**src/rtl/ahb_bus_arbiter_if.sv**
```systemverilog
// rtl/ahb_bus_arbiter_if.sv - AHB arbitration signal group shared by masters and the central arbiter
interface ahb_bus_arbiter_if;
  logic [15:0] hbusreq;
  logic [15:0] hlock;
  logic        hready;
  logic [1:0]  htrans;
  logic [1:0]  hresp;
  logic [15:0] hsplit;
  logic [15:0] hgrant;
  logic [3:0]  hmaster;
  logic        hmastlock;

  modport slave (
    input  hbusreq, hlock, hready, htrans, hresp, hsplit,
    output hgrant, hmaster, hmastlock
  );

  modport master (
    output hbusreq, hlock, hready, htrans, hresp, hsplit,
    input  hgrant, hmaster, hmastlock
  );
endinterface

```
**src/rtl/ahb_bus_arbiter.sv**
```systemverilog
// rtl/ahb_bus_arbiter.sv - central AHB arbiter, round-robin by default, fixed priority with ARB_FIXED_PRIO_EN
// Honours locked sequences, burst protection and SPLIT masking; defaults to DEFAULT_MASTER when idle.
module ahb_bus_arbiter #(
  parameter int NUM_MASTERS    = 16,
  parameter int DEFAULT_MASTER = 0
) (
  input logic           hclk,
  input logic           hrst,
  ahb_bus_arbiter_if.slave bus
);

  localparam logic [31:0] VALID32    = (32'h1 << NUM_MASTERS) - 32'h1;
  localparam logic [15:0] VALID_MASK = VALID32[15:0];
  localparam logic [3:0]  DEF_IDX    = 4'(DEFAULT_MASTER);
  localparam logic [15:0] DEF_GRANT  = 16'(32'h1 << DEFAULT_MASTER);

  logic [15:0] hgrant_q, hgrant_d;
  logic [3:0]  hmaster_q, hmaster_d;
  logic        hmastlock_q, hmastlock_d;
  logic [15:0] split_mask_q, split_mask_d;

  logic [3:0]  owner;
  logic [3:0]  winner;
  logic [3:0]  cand;
  logic        found;
  logic        lock_hold;
  logic        split_set;
  logic        forced;
  logic        rp;
  logic [15:0] eligible;

`ifndef ARB_FIXED_PRIO_EN
  localparam logic [3:0] RR_RESET = 4'((DEFAULT_MASTER + 1) % NUM_MASTERS);
  logic [3:0] rr_ptr_q, rr_ptr_d;
`endif

  always_comb begin
    owner = '0;
    for (int i = 0; i < 16; i++) begin
      if (hgrant_q[i]) owner = 4'(i);
    end

    lock_hold = bus.hlock[owner] & bus.hbusreq[owner];
    split_set = (bus.hresp == 2'b11) && !bus.hready;
    forced    = split_set && hgrant_q[hmaster_q];
    rp        = bus.hready && (bus.htrans == 2'b00 || bus.htrans == 2'b10) && !lock_hold;

    // The split master's mask bit only lands at this edge, so exclude it explicitly.
    eligible = bus.hbusreq & ~split_mask_q & VALID_MASK;
    if (forced) eligible[hmaster_q] = 1'b0;

    found  = 1'b0;
    winner = DEF_IDX;
    cand   = '0;
    for (int k = 0; k < NUM_MASTERS; k++) begin
`ifdef ARB_FIXED_PRIO_EN
      cand = 4'(k);
`else
      cand = 4'((int'(rr_ptr_q) + k) % NUM_MASTERS);
`endif
      if (!found && eligible[cand]) begin
        found  = 1'b1;
        winner = cand;
      end
    end

    hgrant_d = hgrant_q;
`ifndef ARB_FIXED_PRIO_EN
    rr_ptr_d = rr_ptr_q;
`endif
    if (rp || forced) begin
      hgrant_d = 16'(32'h1 << winner);
`ifndef ARB_FIXED_PRIO_EN
      if (found) rr_ptr_d = 4'((int'(winner) + 1) % NUM_MASTERS);
`endif
    end

    hmaster_d   = hmaster_q;
    hmastlock_d = hmastlock_q;
    if (bus.hready) begin
      hmaster_d   = owner;
      hmastlock_d = bus.hlock[owner];
    end

    // A release pulse overrides a SPLIT arriving for the same master in the same cycle.
    split_mask_d = split_mask_q;
    if (split_set) split_mask_d[hmaster_q] = 1'b1;
    split_mask_d = split_mask_d & ~bus.hsplit & VALID_MASK;
  end

  always_ff @(posedge hclk) begin
    if (hrst) begin
      hgrant_q     <= DEF_GRANT;
      hmaster_q    <= DEF_IDX;
      hmastlock_q  <= 1'b0;
      split_mask_q <= '0;
`ifndef ARB_FIXED_PRIO_EN
      rr_ptr_q     <= RR_RESET;
`endif
    end else begin
      hgrant_q     <= hgrant_d;
      hmaster_q    <= hmaster_d;
      hmastlock_q  <= hmastlock_d;
      split_mask_q <= split_mask_d;
`ifndef ARB_FIXED_PRIO_EN
      rr_ptr_q     <= rr_ptr_d;
`endif
    end
  end

  assign bus.hgrant    = hgrant_q;
  assign bus.hmaster   = hmaster_q;
  assign bus.hmastlock = hmastlock_q;

endmodule

```
**src/flat_wrapper.sv**
```systemverilog
// flat-port wrapper written by rule: the top's interface ports become plain ports
module ahb_bus_arbiter_flat 
#(
  parameter int NUM_MASTERS    = 16,
  parameter int DEFAULT_MASTER = 0
)
  (hclk, hrst, bus_hbusreq, bus_hlock, bus_hready, bus_htrans, bus_hresp, bus_hsplit, bus_hgrant, bus_hmaster, bus_hmastlock);
  ahb_bus_arbiter_if bus_i ();
  input logic hclk;
  input logic hrst;
  input wire logic [$bits(bus_i.hbusreq)-1:0] bus_hbusreq;
  input wire logic [$bits(bus_i.hlock)-1:0] bus_hlock;
  input wire logic [$bits(bus_i.hready)-1:0] bus_hready;
  input wire logic [$bits(bus_i.htrans)-1:0] bus_htrans;
  input wire logic [$bits(bus_i.hresp)-1:0] bus_hresp;
  input wire logic [$bits(bus_i.hsplit)-1:0] bus_hsplit;
  output wire logic [$bits(bus_i.hgrant)-1:0] bus_hgrant;
  output wire logic [$bits(bus_i.hmaster)-1:0] bus_hmaster;
  output wire logic [$bits(bus_i.hmastlock)-1:0] bus_hmastlock;
  assign bus_i.hbusreq = bus_hbusreq;
  assign bus_i.hlock = bus_hlock;
  assign bus_i.hready = bus_hready;
  assign bus_i.htrans = bus_htrans;
  assign bus_i.hresp = bus_hresp;
  assign bus_i.hsplit = bus_hsplit;
  assign bus_hgrant = bus_i.hgrant;
  assign bus_hmaster = bus_i.hmaster;
  assign bus_hmastlock = bus_i.hmastlock;
  ahb_bus_arbiter #(.NUM_MASTERS(NUM_MASTERS), .DEFAULT_MASTER(DEFAULT_MASTER)) u_core (.hclk(hclk), .hrst(hrst), .bus(bus_i));
endmodule
```
**config.mk**
```make
export PLATFORM = sky130hd
export DESIGN_NAME = ahb_bus_arbiter_flat
export DESIGN_NICKNAME = d
export VERILOG_FILES = /design/src/rtl/ahb_bus_arbiter_if.sv /design/src/rtl/ahb_bus_arbiter.sv /design/src/flat_wrapper.sv
export SDC_FILE = /design/constraint.sdc
export NUM_CORES = 1
export LEC_CHECK = 0
export ABC_AREA = 0
export ABC_CLOCK_PERIOD_IN_PS = 11440
export CORE_MARGIN = 2
export CORE_UTILIZATION = 45
export CTS_CLUSTER_SIZE = 12
export DETAILED_ROUTE_END_ITERATION = 10
export DONT_BUFFER_PORTS = 1
export SETUP_SLACK_MARGIN = 0.2
export SYNTH_ARGS = -nofsm -noshare
export SYNTH_HDL_FRONTEND = slang
export SYNTH_SLANG_ARGS = --single-unit
```
**constraint.sdc**
```tcl
create_clock -name hclk -period 11.44 [get_ports hclk]
set_input_delay 2.288 -clock hclk [delete_from_list [all_inputs] [get_ports hclk]]
set_output_delay 2.288 -clock hclk [all_outputs]
set_load 0.02 [all_outputs]
```
---- Word level (Yosys, flattened, before mapping) ----
Index checks and enable logic that the tools add are counted.
operators by class
  add/sub/neg operators ................... 16
  order comparisons ....................... 19
  equality and inequality tests ........... 2
  shift-type cells ........................ 1
  multiplexer cells ....................... 89
  bitwise operators ....................... 8
  reductions and logical operators ........ 41
operators by type and width
  kind                  number
  $mux 4                30
  $lt 4x5->1 const B    18
  $bmux 1 s4            19
  $and 16x16->16        3
  $not 16->16           3
  $mux 1                37
  $add 4x4->4 const B   8
  $mux 16               2
  $logic_and 1x1->1     20
  $logic_not 1->1       17
  $add 4x3->4 const B   4
  $or 16x16->16         1
  $shl 1x4->16 const A  1
  $add 4x1->4 const B   2
  $add 4x2->4 const B   2
  $demux 1 s4           1
  $eq 2x2->1 const B    2
  $ge 4x1->1 const B    1
  $logic_not 2->1       1
  $logic_or 1x1->1      2
  $reduce_and 2->1      1
  $and 1x1->1           1
storage, ports and cells
  register bits after elaboration ......... 41
  input bits .............................. 55
  output and inout bits ................... 21
  logic and storage cells ................. 181

---- Depth between registers and ports, before layout ----
  word-level depth ........................ 56
  gate-level depth with buffers ........... 21
  mapped depth without buffers ............ 17

---- Worst setup path after synthesis ----
No wires, ideal clock.
  kind .................................... input-to-reg
  start ................................... input port bus_hready
  end ..................................... register u_core.hgrant_q[15], in the netlist u_core.bus.hgrant[15]
  library setup time ...................... 71 ps
  arrival time ............................ 6072 ps
  data required time ...................... 11369 ps
  setup slack ............................. 5298 ps
  cell stages on the path ................. 15
  path buffers ............................ 0
  path through ............................ or4b_4 -> o41ai_4 -> mux2i_1 -> mux4_2 -> mux2_2 -> nor4_1 -> and3_1 -> o21ai_0 -> a221oi_2 -> o21ai_0 -> inv_1 -> ha_1 -> nand2_1 -> or2_2 -> a21oi_1
between the ends
  word-level cells in the longest chain between the ends .. 53
  elaborated cells on any way between the ends .. 101
  classes of those cells .................. 1 x shift; 64 x mux; 36 x reduce/logical
ends and longest elaborated chain
  what                          line                    text
  start: declaration            flat_wrapper.sv:13      input wire logic [$bits(bus_i.hready)-1:0] bus_hready;
  $logic_not 1->1               ahb_bus_arbiter.sv:44   split_set = (bus.hresp == 2'b11) && !bus.hready;
  $logic_and 1x1->1             ahb_bus_arbiter.sv:44
  $logic_and 1x1->1             ahb_bus_arbiter.sv:45   forced = split_set && hgrant_q[hmaster_q];
  $mux 16                       ahb_bus_arbiter.sv:50   if (forced) eligible[hmaster_q] = 1'b0;
  $bmux 1 s4                    ahb_bus_arbiter.sv:61   if (!found && eligible[cand]) begin
  $mux 1 (implied by the code)  ahb_bus_arbiter.sv:61
  $mux 1                        ahb_bus_arbiter.sv:61
  $logic_not 1->1               ahb_bus_arbiter.sv:61
  [... 37 more ...]             n/a
  $mux 1                        ahb_bus_arbiter.sv:61
  $logic_not 1->1               ahb_bus_arbiter.sv:61
  $logic_and 1x1->1             ahb_bus_arbiter.sv:61
  $mux 1                        ahb_bus_arbiter.sv:61
  $logic_not 1->1               ahb_bus_arbiter.sv:61
  $logic_and 1x1->1             ahb_bus_arbiter.sv:61
  $mux 4                        ahb_bus_arbiter.sv:61
  $shl 1x4->16                  ahb_bus_arbiter.sv:72   hgrant_d = 16'(32'h1 << winner);
  end signal: assignment        ahb_bus_arbiter.sv:101  hgrant_q <= hgrant_d;
  end: declaration              ahb_bus_arbiter.sv:17   logic [15:0] hgrant_q, hgrant_d;
Several ways; a longest one is shown, not always the timed one. The select of a mux whose other input is x is not followed.
A chain may end at the register's enable or synchronous reset.

---- Worst setup path after layout ----
Same ends and word-level chain as after synthesis.

==> flow_metrics.py <==
metrics = {
    "synthesis": {
        "yosys_warnings": 0,
        "yosysUniqueCellTypes": 91,
        "ys_ff_latch": 41,
        "synth.avg_cell_area_sq_um": 7.896,
        "seq_area_frac_synth_pct": 14.68,
        "synth-edff-count": 0,
        "synth_cells": 708,
        "ys.flop_type": "dfxtp_1",
        "async_reset_ff_share_pct": 0,
        "synthesis.area_sq_um": 5590,
        "synth.net_count": 771,
    },
    "grt": {
        "grt-ovfl-total": 0,
        "track_usage_pct": 30.65,
        "grt_max_degree": 37,
        "grt_first_pass_wirelength_um": 31990,
        "grt_pass1_vias": 5785,
        "antenna_found_initial": 0,
    },
    "setup_path": {
        "cp_max_fo": 25,
        "path_common_cell": "mux2i_1",
        "cp-end-kind": "flop",
        "required_ns": 11.66,
        "regToRegSetupSlack_ns": 5.03,
        "max_stage_delay_ns": 0.97,
        "crit_slowest_cell": "o311ai_1",
        "crit_type": "in -> reg",
        "critPathArrivalTime_ns": 7.23,
        "path_cells": "nand4bb_1 > o311ai_1 > mux2i_1 > mux4_2 > mux2i_1 > and4_1 > a32oi_1 > a211oi_1 > o21ai_0 > inv_1 > ha_1 > nand2_1 > or2_2 > a21oi_1",
        "cp-start-kind": "input pin",
    },
    "clocking": {
        "post_cts_buffers": 0,
        "cts_made_buffers": 5,
        "path_clk_slew_ns": 0.07,
        "clock_latency_ns": 0.29,
        "cts-resized-gates": 0,
        "cts.sinks": 41,
        "clock_path_buffers": 2,
        "cts_tree": "yes",
        "cts-hold-fix-buffers": 0,
        "root_buffer": "clkbuf_16",
        "htree_levels": 2,
    },
    "detailed_routing": {
        "via_per_inst": 7.020,
        "first_pass_iters": 8,
        "antenna_left": 0,
        "top_layer": "met4",
        "wl_um": 20060,
        "wire_per_inst_um": 23.60,
        "dr_wl_met2_um": 9119,
        "drtIter0Drc": 621,
        "met3_length_um": 1997,
        "drc": 0,
        "m1WireLength_um": 8497,
        "num_vias": 5967,
    },
    "power_and_ir_drop": {
        "vdd_drop_max_uv": 185.9,
        "p_total_mw": 1.662,
        "power_density_nw_per_um2": 283.1,
        "power.leakage_nw": 2.074,
    },
    "place": {
        "place_area_sq_um": 5698,
        "gp_congestion": 0.9629,
        "post-dp-hpwl_um": 14990,
        "portBuffers": 0,
    },
    "sta": {
        "finalHoldViolCount": 0,
        "drv_slew": 0,
        "finalCriticalPeriod_ns": 7.009,
        "slew_headroom_pct": 26.16,
        "worst_slew_pin_slew_ns": 1.090,
        "max_freq_ghz": 0.1427,
        "grt_setup_unrepaired": "false",
        "timing.final.crit_share_pct": 61.27,
        "setup_violations": 0,
        "setup-tns-final_ns": 0,
        "finalClockSkew_ns": 0.01098,
    },
    "floorplanning": {
        "die_area_sq_um": 13330,
        "core-area_sq_um": 12060,
        "die_width_um": 115.5,
        "num_io_pins": 76,
        "die_y_um": 115.5,
        "rows": 40,
        "initial_core_util_pct": 46.35,
    },
    "cells_and_area": {
        "drive_gt1_share_pct": 12.61,
        "final_core_util_pct": 48.67,
        "final_nets": 744,
        "mostFrequentLayoutCell": "nand2_1",
        "area_delta_synth_final_pct": 5.013,
        "final_cell_mix": "nand2_1 (56), mux2i_1 (49), nor2_1 (48), dfxtp_1 (41), a21oi_1 (39)",
        "stdcell_area_sq_um": 5871,
        "diodes": 0,
        "fill_cells": 1212,
    },
    "job": {
        "cap_viol_max_count": 0,
    },
    "status": {
        "status": "finished clean",
    },
    "worst_hold_path": {
        "hold_path_class": "reg -> reg",
    },
}
routing by layer:
layer / vias up / global-route usage [%]
met1: 2859 / 42.38
li1: 2718 / -
met5: - / 0
met4: 0 / 9.478
met2: 352 / 48.19
met3: 38 / 6.276
registers in the layout, indices dropped and copies added, names as in the netlist:
signal	cells
u_core.bus.hgrant	16
u_core.split_mask_q	16
u_core.bus.hmaster	4
u_core.rr_ptr_q	4
u_core.bus.hmastlock	1
cells by family after synthesis:
family,after synthesis,share of synthesized area [%]
AND/OR/NAND/NOR,254,24.93
AO/OA/AOI/OAI,231,30.35
adder cells (fa/ha/maj),8,1.791
buffers and inverters,74,5.193
XOR/XNOR,11,1.724
flip-flops,41,14.68
multiplexers,89,21.33
synth_stat cells (all sizes together) (6+ instances only):
cell | count | area share [%]
nand2 | 56 | 3.8
mux2i | 49 | 8.8
nor2 | 48 | 3.2
dfxtp | 41 | 15
o21ai | 40 | 3.8
a21oi | 39 | 3.5
clkbuf | 33 | 2.2
inv | 30 | 2.0
nor3 | 29 | 2.6
mux4 | 22 | 8.9
a211oi | 21 | 2.8
nand3 | 19 | 1.8
o211ai | 19 | 2.6
mux2 | 18 | 3.7
nor2b | 17 | 1.9
a31oi | 13 | 1.5
nand2b | 13 | 1.5
nand4 | 12 | 1.3
buf | 11 | 0.94
o22ai | 11 | 1.3
a21o | 8 | 1.1
ha | 8 | 1.8
xnor2 | 8 | 1.3
and2 | 7 | 0.78
nand4b | 7 | 1.1
o21a | 7 | 0.94
or2 | 7 | 0.78
and4 | 6 | 0.94
layout make-up:
| class | count | area [sq um] | share of cell area, % |
|---|---|---|---|
| inverters | 30 | 112.6 | 1.918 |
| multi-input cells | 593 | 4479 | 76.30 |
| flip-flops and latches | 41 | 820.8 | 13.98 |
| well taps | 168 | 210.2 | 3.581 |
| clock inverters | 1 | 30.03 | 0.5115 |
| repair buffers | 10 | 75.07 | 1.279 |
| clock buffers | 7 | 142.6 | 2.430 |
power breakdown:
| group | internal, mW | switching [mW] |
|---|---|---|
| combinational | 0.486 | 0.792 |
| clock | 0.109 | 0.0605 |
| sequential | 0.162 | 0.0526 |
| total | 0.757 | 0.905 |
critical path, delay by kind of cell:
kind / cells / cell delay [ns]
AO/OA/AOI/OAI: 5 / 2.36
adder cells (fa/ha/maj): 1 / 0.18
buffers and inverters: 1 / 0.17
multiplexers: 3 / 1.19
AND/OR/NAND/NOR: 4 / 1.02
worst paths after layout:
| kind | start | endpoint | depth (start not counted) |
|---|---|---|---|
| max | bus_hready | u_core.bus.hgrant[15] | 14 |
| min | u_core.split_mask_q[14] | u_core.split_mask_q[14] | 1 |
| max reg2reg | u_core.rr_ptr_q[1] | u_core.bus.hgrant[15] | 19 |
| min reg2reg | u_core.split_mask_q[14] | u_core.split_mask_q[14] | 1 |
metrics by stage:
stage	instances	worst slack, ns	hold WS (ns)
2_1_floorplan	708	5.298	0.4317
3_3_place_gp	842	4.408	0.4462
3_5_place_dp	842	4.331	0.4440
4_1_cts	850	4.613	0.4584
5_1_grt	850	4.141	0.4741
6_report	850	4.431	0.4591
Power figures use the tool's default switching activity.
